## config.mk

```make
export PLATFORM = sky130hd
export DESIGN_NAME = counter_sequencer_flat
export DESIGN_NICKNAME = d
export VERILOG_FILES = /design/src/rtl/counter_sequencer_if.sv /design/src/rtl/counter_sequencer.sv /design/src/flat_wrapper.sv
export SDC_FILE = /design/constraint.sdc
export NUM_CORES = 1
export LEC_CHECK = 0
export ABC_CLOCK_PERIOD_IN_PS = 3400
export CORE_AREA = 8 8 87 89
export CTS_CLUSTER_SIZE = 28
export DETAILED_ROUTE_END_ITERATION = 10
export DIE_AREA = 0 0 95 97
export MAX_ROUTING_LAYER = met4
export PLACE_DENSITY = 0.74
export SYNTH_ARGS = -nofsm -noshare
export SYNTH_HDL_FRONTEND = slang
export SYNTH_SLANG_ARGS = --single-unit
export TNS_END_PERCENT = 100
```

## constraint.sdc

```tcl
create_clock -name clk -period 3.4 [get_ports clk]
set_input_delay 1.02 -clock clk [delete_from_list [all_inputs] [get_ports clk]]
set_output_delay 1.02 -clock clk [all_outputs]
set_load 0.05 [all_outputs]
```

## src/rtl/counter_sequencer_if.sv

```systemverilog
// counter_sequencer_if -- signal bundle between the sequencer and its environment.
//
// Groups the request side (start/start_val/target/pause), the external up/down counter
// side (cnt_value in; ld_cnt/updn_cnt/count_enb/load_val out) and the status outputs
// (busy/done/steps, plus err when SEQ_STALL_DET_EN is defined).
//
// Modports:
//   master : environment view (drives requests and counter feedback, observes the rest)
//   slave  : sequencer view (counter_sequencer uses this one)
//
// Optional feature macro: SEQ_STALL_DET_EN (adds the err signal).
interface counter_sequencer_if;
  logic        start;
  logic [15:0] start_val;
  logic [15:0] target;
  logic        pause;
  logic [15:0] cnt_value;
  logic        ld_cnt;
  logic        updn_cnt;
  logic        count_enb;
  logic [15:0] load_val;
  logic        busy;
  logic        done;
  logic [15:0] steps;
`ifdef SEQ_STALL_DET_EN
  logic        err;

  modport master (
    output start, start_val, target, pause, cnt_value,
    input  ld_cnt, updn_cnt, count_enb, load_val, busy, done, steps, err
  );

  modport slave (
    input  start, start_val, target, pause, cnt_value,
    output ld_cnt, updn_cnt, count_enb, load_val, busy, done, steps, err
  );
`else
  modport master (
    output start, start_val, target, pause, cnt_value,
    input  ld_cnt, updn_cnt, count_enb, load_val, busy, done, steps
  );

  modport slave (
    input  start, start_val, target, pause, cnt_value,
    output ld_cnt, updn_cnt, count_enb, load_val, busy, done, steps
  );
`endif
endinterface

```

## src/rtl/counter_sequencer.sv

```systemverilog
// counter_sequencer -- drives an external up/down counter from start_val to target.
//
// Sequence: IDLE -> LOAD -> SETTLE -> RUN -> DONE -> IDLE, one edge per transition.
//   LOAD   : ld_cnt low for one cycle, counter loads load_val (captured start_val).
//   SETTLE : one quiet cycle so the loaded value appears on cnt_value.
//   RUN    : count_enb/updn_cnt are combinational from cnt_value, captured target and
//            pause; leaves on the first edge where cnt_value equals target.
//   DONE   : one-cycle done pulse; steps holds the number of enabled cycles.
//
// Ports:
//   clk  : system clock, rising edge
//   rst_ : synchronous active-high reset
//   bus  : counter_sequencer_if.slave (request, counter and status signals)
//
// Optional feature macro: SEQ_STALL_DET_EN. When defined, 4 consecutive enabled RUN
// cycles with cnt_value unchanged set err and end the run. When undefined, err and the
// stall logic do not exist and RUN waits for the target indefinitely.
module counter_sequencer (
  input logic               clk,
  input logic               rst_,
  counter_sequencer_if.slave bus
);

  typedef enum logic [2:0] {
    StIdle,
    StLoad,
    StSettle,
    StRun,
    StDone
  } state_e;

  state_e      state_q, state_d;
  logic [15:0] load_val_q, load_val_d;
  logic [15:0] target_q, target_d;
  logic [15:0] steps_q, steps_d;

  logic        accept;
  logic        at_target;
  logic        stall_hit;
  logic        ld_cnt;
  logic        updn_cnt;
  logic        count_enb;
  logic        busy;
  logic        done;

  // start is only honoured in IDLE; reset priority in the flops discards a start
  // that coincides with rst_.
  assign accept    = (state_q == StIdle) && bus.start;
  assign at_target = (bus.cnt_value == target_q);

  // ---------------------------------------------------------------------------
  // FSM: state register
  // ---------------------------------------------------------------------------
  always_ff @(posedge clk) begin
    if (rst_) begin
      state_q <= StIdle;
    end else begin
      state_q <= state_d;
    end
  end

  // ---------------------------------------------------------------------------
  // FSM: next state
  // ---------------------------------------------------------------------------
  always_comb begin
    state_d = state_q;
    unique case (state_q)
      StIdle:   if (bus.start) state_d = StLoad;
      StLoad:   state_d = StSettle;
      StSettle: state_d = StRun;
      // Completion wins even when pause is high on the matching cycle.
      StRun:    if (at_target || stall_hit) state_d = StDone;
      StDone:   state_d = StIdle;
      default:  state_d = StIdle;
    endcase
  end

  // ---------------------------------------------------------------------------
  // FSM: outputs
  // ---------------------------------------------------------------------------
  always_comb begin
    ld_cnt    = 1'b1;
    updn_cnt  = 1'b0;
    count_enb = 1'b0;
    busy      = (state_q != StIdle);
    done      = (state_q == StDone);
    if (state_q == StLoad) begin
      ld_cnt = 1'b0;
    end
    if (state_q == StRun) begin
      count_enb = !at_target && !bus.pause;
      // Plain unsigned magnitude compare: direction never depends on wrap-around.
      updn_cnt  = (target_q > bus.cnt_value);
    end
  end

  // ---------------------------------------------------------------------------
  // Captured operands and step counter
  // ---------------------------------------------------------------------------
  always_comb begin
    load_val_d = load_val_q;
    target_d   = target_q;
    steps_d    = steps_q;
    if (accept) begin
      load_val_d = bus.start_val;
      target_d   = bus.target;
      steps_d    = '0;
    end else if (count_enb) begin
      steps_d = steps_q + 16'd1;
    end
  end

  always_ff @(posedge clk) begin
    if (rst_) begin
      load_val_q <= '0;
      target_q   <= '0;
      steps_q    <= '0;
    end else begin
      load_val_q <= load_val_d;
      target_q   <= target_d;
      steps_q    <= steps_d;
    end
  end

`ifdef SEQ_STALL_DET_EN
  // ---------------------------------------------------------------------------
  // Stall detector: counts consecutive enabled RUN cycles that see the same
  // cnt_value. The first enabled cycle of a streak always counts as 1.
  // ---------------------------------------------------------------------------
  logic [2:0]  stall_cnt_q, stall_cnt_d;
  logic [15:0] stall_val_q, stall_val_d;
  logic        err_q, err_d;

  always_comb begin
    stall_cnt_d = stall_cnt_q;
    stall_val_d = stall_val_q;
    stall_hit   = 1'b0;
    if ((state_q != StRun) || !count_enb) begin
      stall_cnt_d = '0;
    end else begin
      stall_val_d = bus.cnt_value;
      if ((stall_cnt_q == '0) || (bus.cnt_value != stall_val_q)) begin
        stall_cnt_d = 3'd1;
      end else begin
        stall_cnt_d = stall_cnt_q + 3'd1;
      end
      stall_hit = (stall_cnt_d == 3'd4);
    end
  end

  always_comb begin
    err_d = err_q;
    if (accept) begin
      err_d = 1'b0;
    end else if (stall_hit) begin
      err_d = 1'b1;
    end
  end

  always_ff @(posedge clk) begin
    if (rst_) begin
      stall_cnt_q <= '0;
      stall_val_q <= '0;
      err_q       <= 1'b0;
    end else begin
      stall_cnt_q <= stall_cnt_d;
      stall_val_q <= stall_val_d;
      err_q       <= err_d;
    end
  end

  assign bus.err = err_q;
`else
  assign stall_hit = 1'b0;
`endif

  assign bus.ld_cnt    = ld_cnt;
  assign bus.updn_cnt  = updn_cnt;
  assign bus.count_enb = count_enb;
  assign bus.load_val  = load_val_q;
  assign bus.busy      = busy;
  assign bus.done      = done;
  assign bus.steps     = steps_q;

endmodule

```

## src/flat_wrapper.sv

```systemverilog
// flat-port wrapper written by rule: the top's interface ports become plain ports
module counter_sequencer_flat 
  (clk, rst_, bus_start, bus_start_val, bus_target, bus_pause, bus_cnt_value, bus_ld_cnt, bus_updn_cnt, bus_count_enb, bus_load_val, bus_busy, bus_done, bus_steps);
  counter_sequencer_if bus_i ();
  input logic clk;
  input logic rst_;
  input wire logic [$bits(bus_i.start)-1:0] bus_start;
  input wire logic [$bits(bus_i.start_val)-1:0] bus_start_val;
  input wire logic [$bits(bus_i.target)-1:0] bus_target;
  input wire logic [$bits(bus_i.pause)-1:0] bus_pause;
  input wire logic [$bits(bus_i.cnt_value)-1:0] bus_cnt_value;
  output wire logic [$bits(bus_i.ld_cnt)-1:0] bus_ld_cnt;
  output wire logic [$bits(bus_i.updn_cnt)-1:0] bus_updn_cnt;
  output wire logic [$bits(bus_i.count_enb)-1:0] bus_count_enb;
  output wire logic [$bits(bus_i.load_val)-1:0] bus_load_val;
  output wire logic [$bits(bus_i.busy)-1:0] bus_busy;
  output wire logic [$bits(bus_i.done)-1:0] bus_done;
  output wire logic [$bits(bus_i.steps)-1:0] bus_steps;
  assign bus_i.start = bus_start;
  assign bus_i.start_val = bus_start_val;
  assign bus_i.target = bus_target;
  assign bus_i.pause = bus_pause;
  assign bus_i.cnt_value = bus_cnt_value;
  assign bus_ld_cnt = bus_i.ld_cnt;
  assign bus_updn_cnt = bus_i.updn_cnt;
  assign bus_count_enb = bus_i.count_enb;
  assign bus_load_val = bus_i.load_val;
  assign bus_busy = bus_i.busy;
  assign bus_done = bus_i.done;
  assign bus_steps = bus_i.steps;
  counter_sequencer u_core (.clk(clk), .rst_(rst_), .bus(bus_i));
endmodule
```

==> results of run 1 <==
## where the power goes
| group | internal [mW] | switching (mW) | total, mW |
|---|---|---|---|
| clock | 0.145 | 0.194 | 0.339 |
| sequential | 0.633 | 0.0292 | 0.662 |
| combinational | 0.159 | 0.208 | 0.367 |
| total | 0.937 | 0.431 | 1.37 |
## cell families after synthesis
kind of cell | count (synthesis) | share of synthesized area
and+or+nand+nor | 129 | 0.256
AOI/OAI and AO/OA | 49 | 0.114
buffers and inverters | 34 | 0.0548
muxes | 1 | 0.00421
xor gates and xnor gates | 14 | 0.0516
DFF | 51 | 0.430
adders and majority gates | 17 | 0.0895
## stage by stage
step | instances | cell area, um2
floorplan | 295 | 2380
global placement | 456 | 3380
detailed placement | 456 | 3380
CTS | 474 | 3680
global route | 474 | 3670
finish | 474 | 3670
## state kept, by name, indices dropped and copies added (netlist names)
signal and flops:
u_core.target_q 16, u_core.bus.steps 16, u_core.state_q 3, u_core.bus.load_val 16
## area by class of cell
type,count,share of cell area
flip-flops and latches,51,0.278
multi-input cells,210,0.389
clock buffers,7,0.0208
repair buffers,109,0.265
well taps,77,0.0263
inverters,19,0.0195
clock inverters,1,0.00137
## per-layer routing
metal / vias up / wire length, um
met1: 1057 / 2910
met4: 0 / 77
met3: 6 / 475
met5: - / 0
met2: 67 / 3240
li1: 1178 / -
## timing repair
action	in CTS	in global routing
cloned	0	0
pin swaps	26	12
setup endpoints to repair	2	4
resized for setup	54	31
buffers inserted	10	0
## synthesized netlist by cell type
library cell	n	area, um2
nor4b_1	2	17.5
inv_1	19	71.3
buf_1	1	3.75
nor3_1	8	40.0
dfxtp_1	51	1020
nor2_1	21	78.8
nand3_1	4	20.0
ha_1	17	213
nand2_1	74	278
and4_1	2	17.5
nor4_2	1	12.5
nand3b_4	1	20.0
a211oi_1	1	7.51
o31ai_1	1	7.51
nor4b_2	2	30.0
or3_1	1	6.26
a21o_1	1	7.51
a21oi_1	40	200
a31o_2	1	8.76
o211ai_1	1	7.51
nor3b_1	3	22.5
clkbuf_1	12	45.0
a21boi_0	2	15.0
and2_1	1	6.26
nor4_1	1	6.26
buf_2	2	10.0
o221a_2	1	11.3
xnor2_1	14	123
nand4_1	6	37.5
or4b_1	1	10.0
nor2b_1	1	6.26
o21ai_0	1	5.00
mux2i_1	1	10.0
## worst min-delay path, stage by stage, from the launching register on
cell	delay, ps
dfxtp_1	320
nand2_1	50
a21oi_1	50
## worst max-delay path by stage
stage	start	to	slack, ps	depth (start not counted)
final	bus_cnt_value[6]	bus_updn_cnt	60	8
after global routing	bus_cnt_value[4]	bus_updn_cnt	-2	8
after CTS	bus_cnt_value[14]	bus_updn_cnt	4	8
after detailed placement	bus_cnt_value[6]	bus_updn_cnt	-360	9
after global placement	bus_cnt_value[13]	bus_updn_cnt	-320	8
after floorplan	bus_cnt_value[15]	bus_updn_cnt	-350	7
==> metrics.txt, run 1 <==
critical path peak fanout=2; clock tree buffer depth=2; vias in the first global route=2457; grt ovf=0; Crit Path Category=input port to output pin; antenna fix cells=0; Core Box Area=6200 um2; GRT Max-Usage Layer=met2; first-pass GRT wire length=11100 um; residual DRC count=0; final setup fails=0; Final Cycle Share=0.981; Fin Clk Skew=7.84 ps; clock root cell=clkbuf_8; Leak=1.38 nW; Skew-Pair Late Insertion Delay=300 ps; Final Wtd Congestion=0.774; die width=95 um; CP Launch Type=input port; Hold WS=458 ps; Reg clk slew, reported paths=90 ps; Final WS setup=63.4 ps; detailed-route via count=2308; Fill cells=565; post-route ant nets=0; Worst Reg-to-Reg Cells=16; Max Fclk=300 MHz; syn_nets=364; Crit path largest cell delay=260 ps; height of the die=97 um; Crit path max-delay family=simple AND/OR/NAND/NOR gates; Critical path buffers and inverters=3; routed len/inst=14.1 um; First DRT Iteration DRCs=82; most used cells in the layout excluding fill and tap cells=nand2_1, clkdlybuf4s50_1, dfxtp_1; Seq/Total Area, Yosys=0.430; final max-slew violation count=0; CP endpoint kind=output pin; share of layout cells above drive strength 1=0.209; crit path DAT=2320 ps; Util after Layout=0.591; syn_area_per_cell=8.05 um2; Worst IR Drop VDD=0.309 mV; Fin. Hold Viols=0; maxcap violations=0; pwr dens=373 nW/um2; final wirelength=6700 um; relative slew slack=0.632; grt met2 use=0.252; initial antenna violation count=0; Placement Setup Slack=-357 ps; HP Start=u_core.bus.load_val[12]$_SDFFE_PP0P_; YS warnings=0; register area=1020 um2; clock sink count=51; FF-to-FF Start=u_core.target_q[14]$_SDFFE_PP0P_; Cell Chain, Critical Path=clkdlybuf4s15_1, inv_2, ha_4, nand4_1, nor4_2, nor2_1, a21boi_2, buf_6; WP data required=2380 ps; IO Count=89; R2R Setup Slk=650 ps; num rows=29; post-synthesis cell area=2380 um2; Layout Area Growth over Synthesis=54.3%; largest net degree at the start of global routing=35; H-tree depth=2; TritonCTS clock tree=done; DP HPWL=4810 um; reg2reg end=u_core.state_q[1]$_SDFFE_PP0P_; most common cell after layout, fill and taps aside=nand2_1; die area=9220 um2; #FFs+latches synth=51; outcome=completed; Syn Inst Count=295; grt met3 use=0.0487; min cycle time layout=3340 ps; Worst-Margin Slew=550 ps; Initial Utilization=0.383; Hold EP=u_core.bus.load_val[12]$_SDFFE_PP0P_; nets=465; met1 global-route usage=0.171; post-synthesis cell type count=33; CTS Buf Count=5; setup_tns=0 ps; vias per cell=4.87; hold crit path type=flop to flop; # port buffers=88; cts hold-fix bufs=0; gr usage total=0.151; Hold Path Depth=2; Worst path slowest cell=ha_4; Multi-input gate area=1430 um2; Pwr Total=1.37 mW; DR pass1 iterations=4
(Power assumes the default switching activity.)
==> run 2: changes to the inputs <==
--- a/config.mk
+++ b/config.mk
@@ -6,12 +6,14 @@
 export NUM_CORES = 1
 export LEC_CHECK = 0
 export ABC_CLOCK_PERIOD_IN_PS = 3400
-export CORE_AREA = 8 8 87 89
+export CELL_PAD_IN_SITES_DETAIL_PLACEMENT = 2
+export CELL_PAD_IN_SITES_GLOBAL_PLACEMENT = 2
+export CORE_AREA = 8 8 113 115
 export CTS_CLUSTER_SIZE = 28
 export DETAILED_ROUTE_END_ITERATION = 10
-export DIE_AREA = 0 0 95 97
+export DIE_AREA = 0 0 121 123
 export MAX_ROUTING_LAYER = met4
-export PLACE_DENSITY = 0.74
+export PLACE_DENSITY_LB_ADDON = 0.1
 export SYNTH_ARGS = -nofsm -noshare
 export SYNTH_HDL_FRONTEND = slang
 export SYNTH_SLANG_ARGS = --single-unit
==> metrics.txt, run 2 (synthesis results as in run 1) <==
outcome=completed; DP HPWL=6060 um (+26%); Final Cycle Share=0.983 (+0.00135); Hold EP=u_core.bus.load_val[5]$_SDFFE_PP0P_; Fin Clk Skew=3.19 ps (-4.65 ps); Hold Path Depth=2 (unchanged); H-tree depth=2 (unchanged); grt ovf=0 (unchanged); antenna fix cells=0 (unchanged); largest net degree at the start of global routing=35 (unchanged); initial antenna violation count=0 (unchanged); reg2reg end=u_core.bus.steps[15]$_SDFFE_PP0P_; maxcap violations=0 (unchanged); routed len/inst=15.5 um (+9.3%); setup_tns=0 ps (unchanged); vias per cell=4.46 (-8.4%); HP Start=u_core.bus.load_val[5]$_SDFFE_PP0P_; cts hold-fix bufs=0 (unchanged); Fin. Hold Viols=0 (unchanged); Crit path max-delay family=simple AND/OR/NAND/NOR gates; share of layout cells above drive strength 1=0.193 (-0.0163); most used cells in the layout excluding fill and tap cells=nand2_1, clkdlybuf4s50_1, dfxtp_1; WP data required=2380 ps (about the same); First DRT Iteration DRCs=34 (-59%); nets=457 (-1.7%); die width=121 um (+27%); num rows=39 (+34%); Worst path slowest cell=nor4_2; register area=1020 um2 (unchanged); most common cell after layout, fill and taps aside=nand2_1; Cells after DPL=520 (+14%); clock sink count=51 (unchanged); CTS Buf Count=5 (unchanged); pwr dens=415 nW/um2 (+11%); CP Launch Type=input port; TritonCTS clock tree=done; Worst IR Drop VDD=0.183 mV (-41%); Layout Area Growth over Synthesis=59.9%; height of the die=123 um (+27%); Final Wtd Congestion=0.734 (-5.2%); Reg clk slew, reported paths=70 ps (-20 ps); Critical path buffers and inverters=3 (unchanged); hold crit path type=flop to flop; detailed-route via count=2372 (+2.8%); most used cell, CP=buf_6; Leak=1.39 nW (+0.34%); Core Box Area=11100 um2 (+79%); Crit path largest cell delay=340 ps (+80 ps); Skew-Pair Late Insertion Delay=290 ps (about the same); IO Count=89 (unchanged); Multi-input gate area=1430 um2 (unchanged); post-route ant nets=0 (unchanged); R2R Setup Slk=1350 ps (+700 ps); min cycle time layout=3340 ps (+4.60 ps); Final Non-Filler Cells=532 (+12%); clock root cell=clkbuf_16; critical path peak fanout=2 (unchanged); DR pass1 iterations=3 (-1); Worst Reg-to-Reg Cells=8 (-8); relative slew slack=0.593 (-0.0394); die area=14900 um2 (+62%); final wirelength=8220 um (+23%); Max Fclk=299 MHz (-0.14%); Cell Chain, Critical Path=buf_6, inv_2, ha_4, nand4_1, nor4_2, nor2_1, a21boi_2, buf_6; crit path DAT=2320 ps (about the same); residual DRC count=0 (unchanged); FF-to-FF Start=u_core.target_q[11]$_SDFFE_PP0P_; Worst-Margin Slew=609 ps (+58.9 ps); final setup fails=0 (unchanged); Fill cells=1240 (+120%); final max-slew violation count=0 (unchanged); Initial Utilization=0.215 (-0.168); gr usage total=0.117 (-0.0345); vias in the first global route=2681 (+9.1%); # port buffers=88 (unchanged); clock tree buffer depth=2 (unchanged); CP endpoint kind=output pin; Crit Path Category=input port to output pin; first-pass GRT wire length=13300 um (+20%); RSZ-0062 raised after global routing=yes
==> run 2: cell type report <==
| cell class | instances | share of cell area |
|---|---|---|
| multi-input combinational | 210 | 0.375 |
| sequential | 51 | 0.269 |
| timing repair buffer | 101 | 0.249 |
| tap | 143 | 0.0471 |
| clock buffer | 8 | 0.0412 |
| inverter | 19 | 0.0194 |
==> run 2: how the worst max path moves through the flow <==
stage / startpoint / endpoint / depth (start not counted)
floorplan: bus_cnt_value[15] / bus_updn_cnt / 7
finish: bus_cnt_value[9] / bus_updn_cnt / 8
CTS: bus_cnt_value[6] / bus_updn_cnt / 9
global placement: bus_cnt_value[6] / bus_updn_cnt / 9
global route: bus_cnt_value[9] / bus_updn_cnt / 8
detailed placement: bus_cnt_value[6] / bus_updn_cnt / 9
==> run 2: timing repair <==
action | CTS | global route
buffers inserted | 4 | 0
pin swaps | 28 | 13
gates resized for setup | 63 | 25
endpoints found under the setup margin | 2 | 2
==> run 2: layer usage <==
metal / wire [um] / part of all wire / up-vias / GRT usage
met5: 0 / 0 / - / -
met3: 559 / 0.068 / 5 / 0.0447
met1: 3710 / 0.45 / 1146 / 0.133
li1: - / - / 1166 / -
met4: 73 / 0.0089 / 0 / 0.0258
met2: 3880 / 0.47 / 55 / 0.191
==> run 2: power by group <==
group	switching (mW)	internal [mW]	total, mW
registers	0.0299	0.633	0.663
clock network	0.222	0.314	0.536
logic	0.217	0.161	0.378
total	0.468	1.11	1.58
==> run 2: tightest hold or removal path: stages (launching register included) <==
cell     delay (ps)
dfxtp_1         310
nand2_1          50
a21oi_1          50
==> run 2: stage by stage <==
stage / power [mW] / hold WS, ps / cell area [um2] / utilization / setup slack [ps]
finish: 1.58 / 456 / 3800 / 0.343 / 58.8
global route: 1.67 / 485 / 3800 / 0.343 / -41.1
CTS: 1.62 / 461 / 3800 / 0.343 / 0.755
detailed placement: 1.03 / 453 / 3440 / 0.311 / -422
global placement: 1.02 / 441 / 3440 / 0.311 / -367
floorplan: 0.865 / 436 / 2380 / - / -355
==> run 3: changes to the inputs <==
--- a/config.mk
+++ b/config.mk
@@ -8,10 +8,10 @@
 export ABC_CLOCK_PERIOD_IN_PS = 3400
 export CELL_PAD_IN_SITES_DETAIL_PLACEMENT = 2
 export CELL_PAD_IN_SITES_GLOBAL_PLACEMENT = 2
-export CORE_AREA = 8 8 113 115
+export CORE_AREA = 2 2 107 109
 export CTS_CLUSTER_SIZE = 28
 export DETAILED_ROUTE_END_ITERATION = 10
-export DIE_AREA = 0 0 121 123
+export DIE_AREA = 0 0 109 111
 export MAX_ROUTING_LAYER = met4
 export PLACE_DENSITY_LB_ADDON = 0.1
 export SYNTH_ARGS = -nofsm -noshare
==> metrics.txt, run 3 (synthesis results as in run 1) <==
Final WS setup=62.7 ps (+3.86 ps); height of the die=111 um (-9.8%); die area=12100 um2 (-19%); most used cells in the layout excluding fill and tap cells=nand2_1, clkdlybuf4s50_1, dfxtp_1; RSZ-0062 raised after global routing=yes; Crit path largest cell delay=280 ps (-60 ps); Cells after DPL=520 (unchanged); Fin Clk Skew=6.50 ps (+3.31 ps); residual DRC count=0 (unchanged); Fin. Hold Viols=0 (unchanged); grt ovf=0 (unchanged); clock root cell=clkbuf_16; first-pass GRT wire length=12500 um (-6.3%); Crit path max-delay family=compound AO/OA/AOI/OAI gates; Max Fclk=300 MHz (+0.12%); Worst-Margin Slew=600 ps (-8.53 ps); num rows=39 (unchanged); cts hold-fix bufs=0 (unchanged); Final Cycle Share=0.982 (-0.00114); final wirelength=7610 um (-7.4%); Critical path buffers and inverters=3 (unchanged); Worst IR Drop VDD=0.186 mV (+1.6%); largest net degree at the start of global routing=35 (unchanged); final setup fails=0 (unchanged); Skew-Pair Late Insertion Delay=290 ps (about the same); maxcap violations=0 (unchanged); Cell Chain, Critical Path=buf_6, inv_2, ha_4, nor2b_1, o211ai_1, a21oi_4, o31ai_4, a21boi_2, buf_6; Placement Setup Slack=-431 ps (-9.19 ps); min cycle time layout=3340 ps (-3.86 ps); Initial Utilization=0.215 (unchanged); TritonCTS clock tree=done; final max-slew violation count=0 (unchanged); Reg clk slew, reported paths=70 ps (about the same); DP HPWL=5570 um (-8.0%); most used cell, CP=buf_6; CTS Buf Count=5 (unchanged); hold crit path type=flop to flop; critical path peak fanout=2 (unchanged); DR pass1 iterations=4 (+1); relative slew slack=0.599 (+0.00570); H-tree depth=2 (unchanged); clock sink count=51 (unchanged); IO Count=89 (unchanged); Final Wtd Congestion=0.699 (-4.8%); post-route ant nets=0 (unchanged); nets=458 (+0.22%); Hold WS=458 ps (+1.88 ps); CP Launch Type=input port; CP endpoint kind=output pin; WP data required=2380 ps (about the same); most common cell after layout, fill and taps aside=nand2_1; outcome=completed; Leak=1.40 nW (+1.1%); Worst path slowest cell=o211ai_1; gr usage total=0.137 (+0.0203); Layout Area Growth over Synthesis=60.9%; vias in the first global route=2579 (-3.8%); Core Box Area=11100 um2 (unchanged); antenna fix cells=0 (unchanged); crit path DAT=2320 ps (about the same); routed len/inst=14.3 um (-7.4%); # port buffers=88 (unchanged); detailed-route via count=2345 (-1.1%); First DRT Iteration DRCs=52 (+53%); Final Non-Filler Cells=532 (unchanged); clock tree buffer depth=2 (unchanged); Crit Path Category=input port to output pin; die width=109 um (-9.9%); share of layout cells above drive strength 1=0.198 (+0.00514); vias per cell=4.41 (-1.1%); initial antenna violation count=0 (unchanged); pwr dens=405 nW/um2 (-2.4%)
run 3: changes by cell type in the layout (fill, tap and decap cells not counted), moves of 2 or more:
cell / change
buf_2: +3
buf_6: +3
clkdlybuf4s15_1: -3
a21oi_2: -2
clkbuf_2: -2
run 3: timing repair:
action	in CTS	in global routing
gates cloned	0	0
setup endpoints to repair	2	2
gates resized for setup	72	26
setup buffers	3	2
pin swaps	26	15
run 3: final cells by class:
cell class / count / area (um2)
clock inverter: 1 / 5.00
multi-input combinational: 210 / 1450
tap: 143 / 179
clock buffer: 6 / 139
fill: 1250 / 7250
timing repair buffer: 102 / 958
inverter: 19 / 73.8
sequential: 51 / 1020
run 3: where the power goes:
part | internal, mW | switching, mW | total, mW
sequential | 0.634 | 0.0291 | 0.663
combinational | 0.164 | 0.217 | 0.381
clock | 0.288 | 0.217 | 0.505
total | 1.09 | 0.463 | 1.55
run 3: layer usage:
| metal | global-route usage | part of all wire | up-vias | wire [um] |
|---|---|---|---|---|
| li1 | - | - | 1160 | - |
| met1 | 0.157 | 0.45 | 1119 | 3440 |
| met2 | 0.231 | 0.48 | 58 | 3670 |
| met3 | 0.0370 | 0.053 | 8 | 400 |
| met4 | 0.0410 | 0.012 | 0 | 94 |
| met5 | - | 0 | - | 0 |
run 3: worst paths after layout:
kind,to,startpoint,slack (ps),depth (start not counted)
max,bus_updn_cnt,bus_cnt_value[1],60,9
min,u_core.bus.load_val[1]$_SDFFE_PP0P_,u_core.bus.load_val[1]$_SDFFE_PP0P_,460,2
max reg2reg,u_core.bus.steps[15]$_SDFFE_PP0P_,u_core.target_q[0]$_SDFFE_PP0P_,1310,9
min reg2reg,u_core.bus.load_val[1]$_SDFFE_PP0P_,u_core.bus.load_val[1]$_SDFFE_PP0P_,460,2
run 3: per-stage QoR:
stage	cell area (um2)	power [mW]	util	setup TNS, ps
2_1_floorplan	2380	0.865	-	-355
6_report	3820	1.55	0.345	0
5_1_grt	3820	1.65	0.345	-20.1
3_3_place_gp	3460	1.02	0.312	-711
3_5_place_dp	3460	1.03	0.312	-839
4_1_cts	3710	1.58	0.335	0
run 3: worst register-to-register path, cell delays in order (launching register included):
cell,delay [ps]
dfxtp_1,330
inv_1,70
ha_4,250
nand4_1,180
nor4_4,320
buf_4,170
buf_4,200
nor2_1,120
a31o_2,250
a21oi_1,120
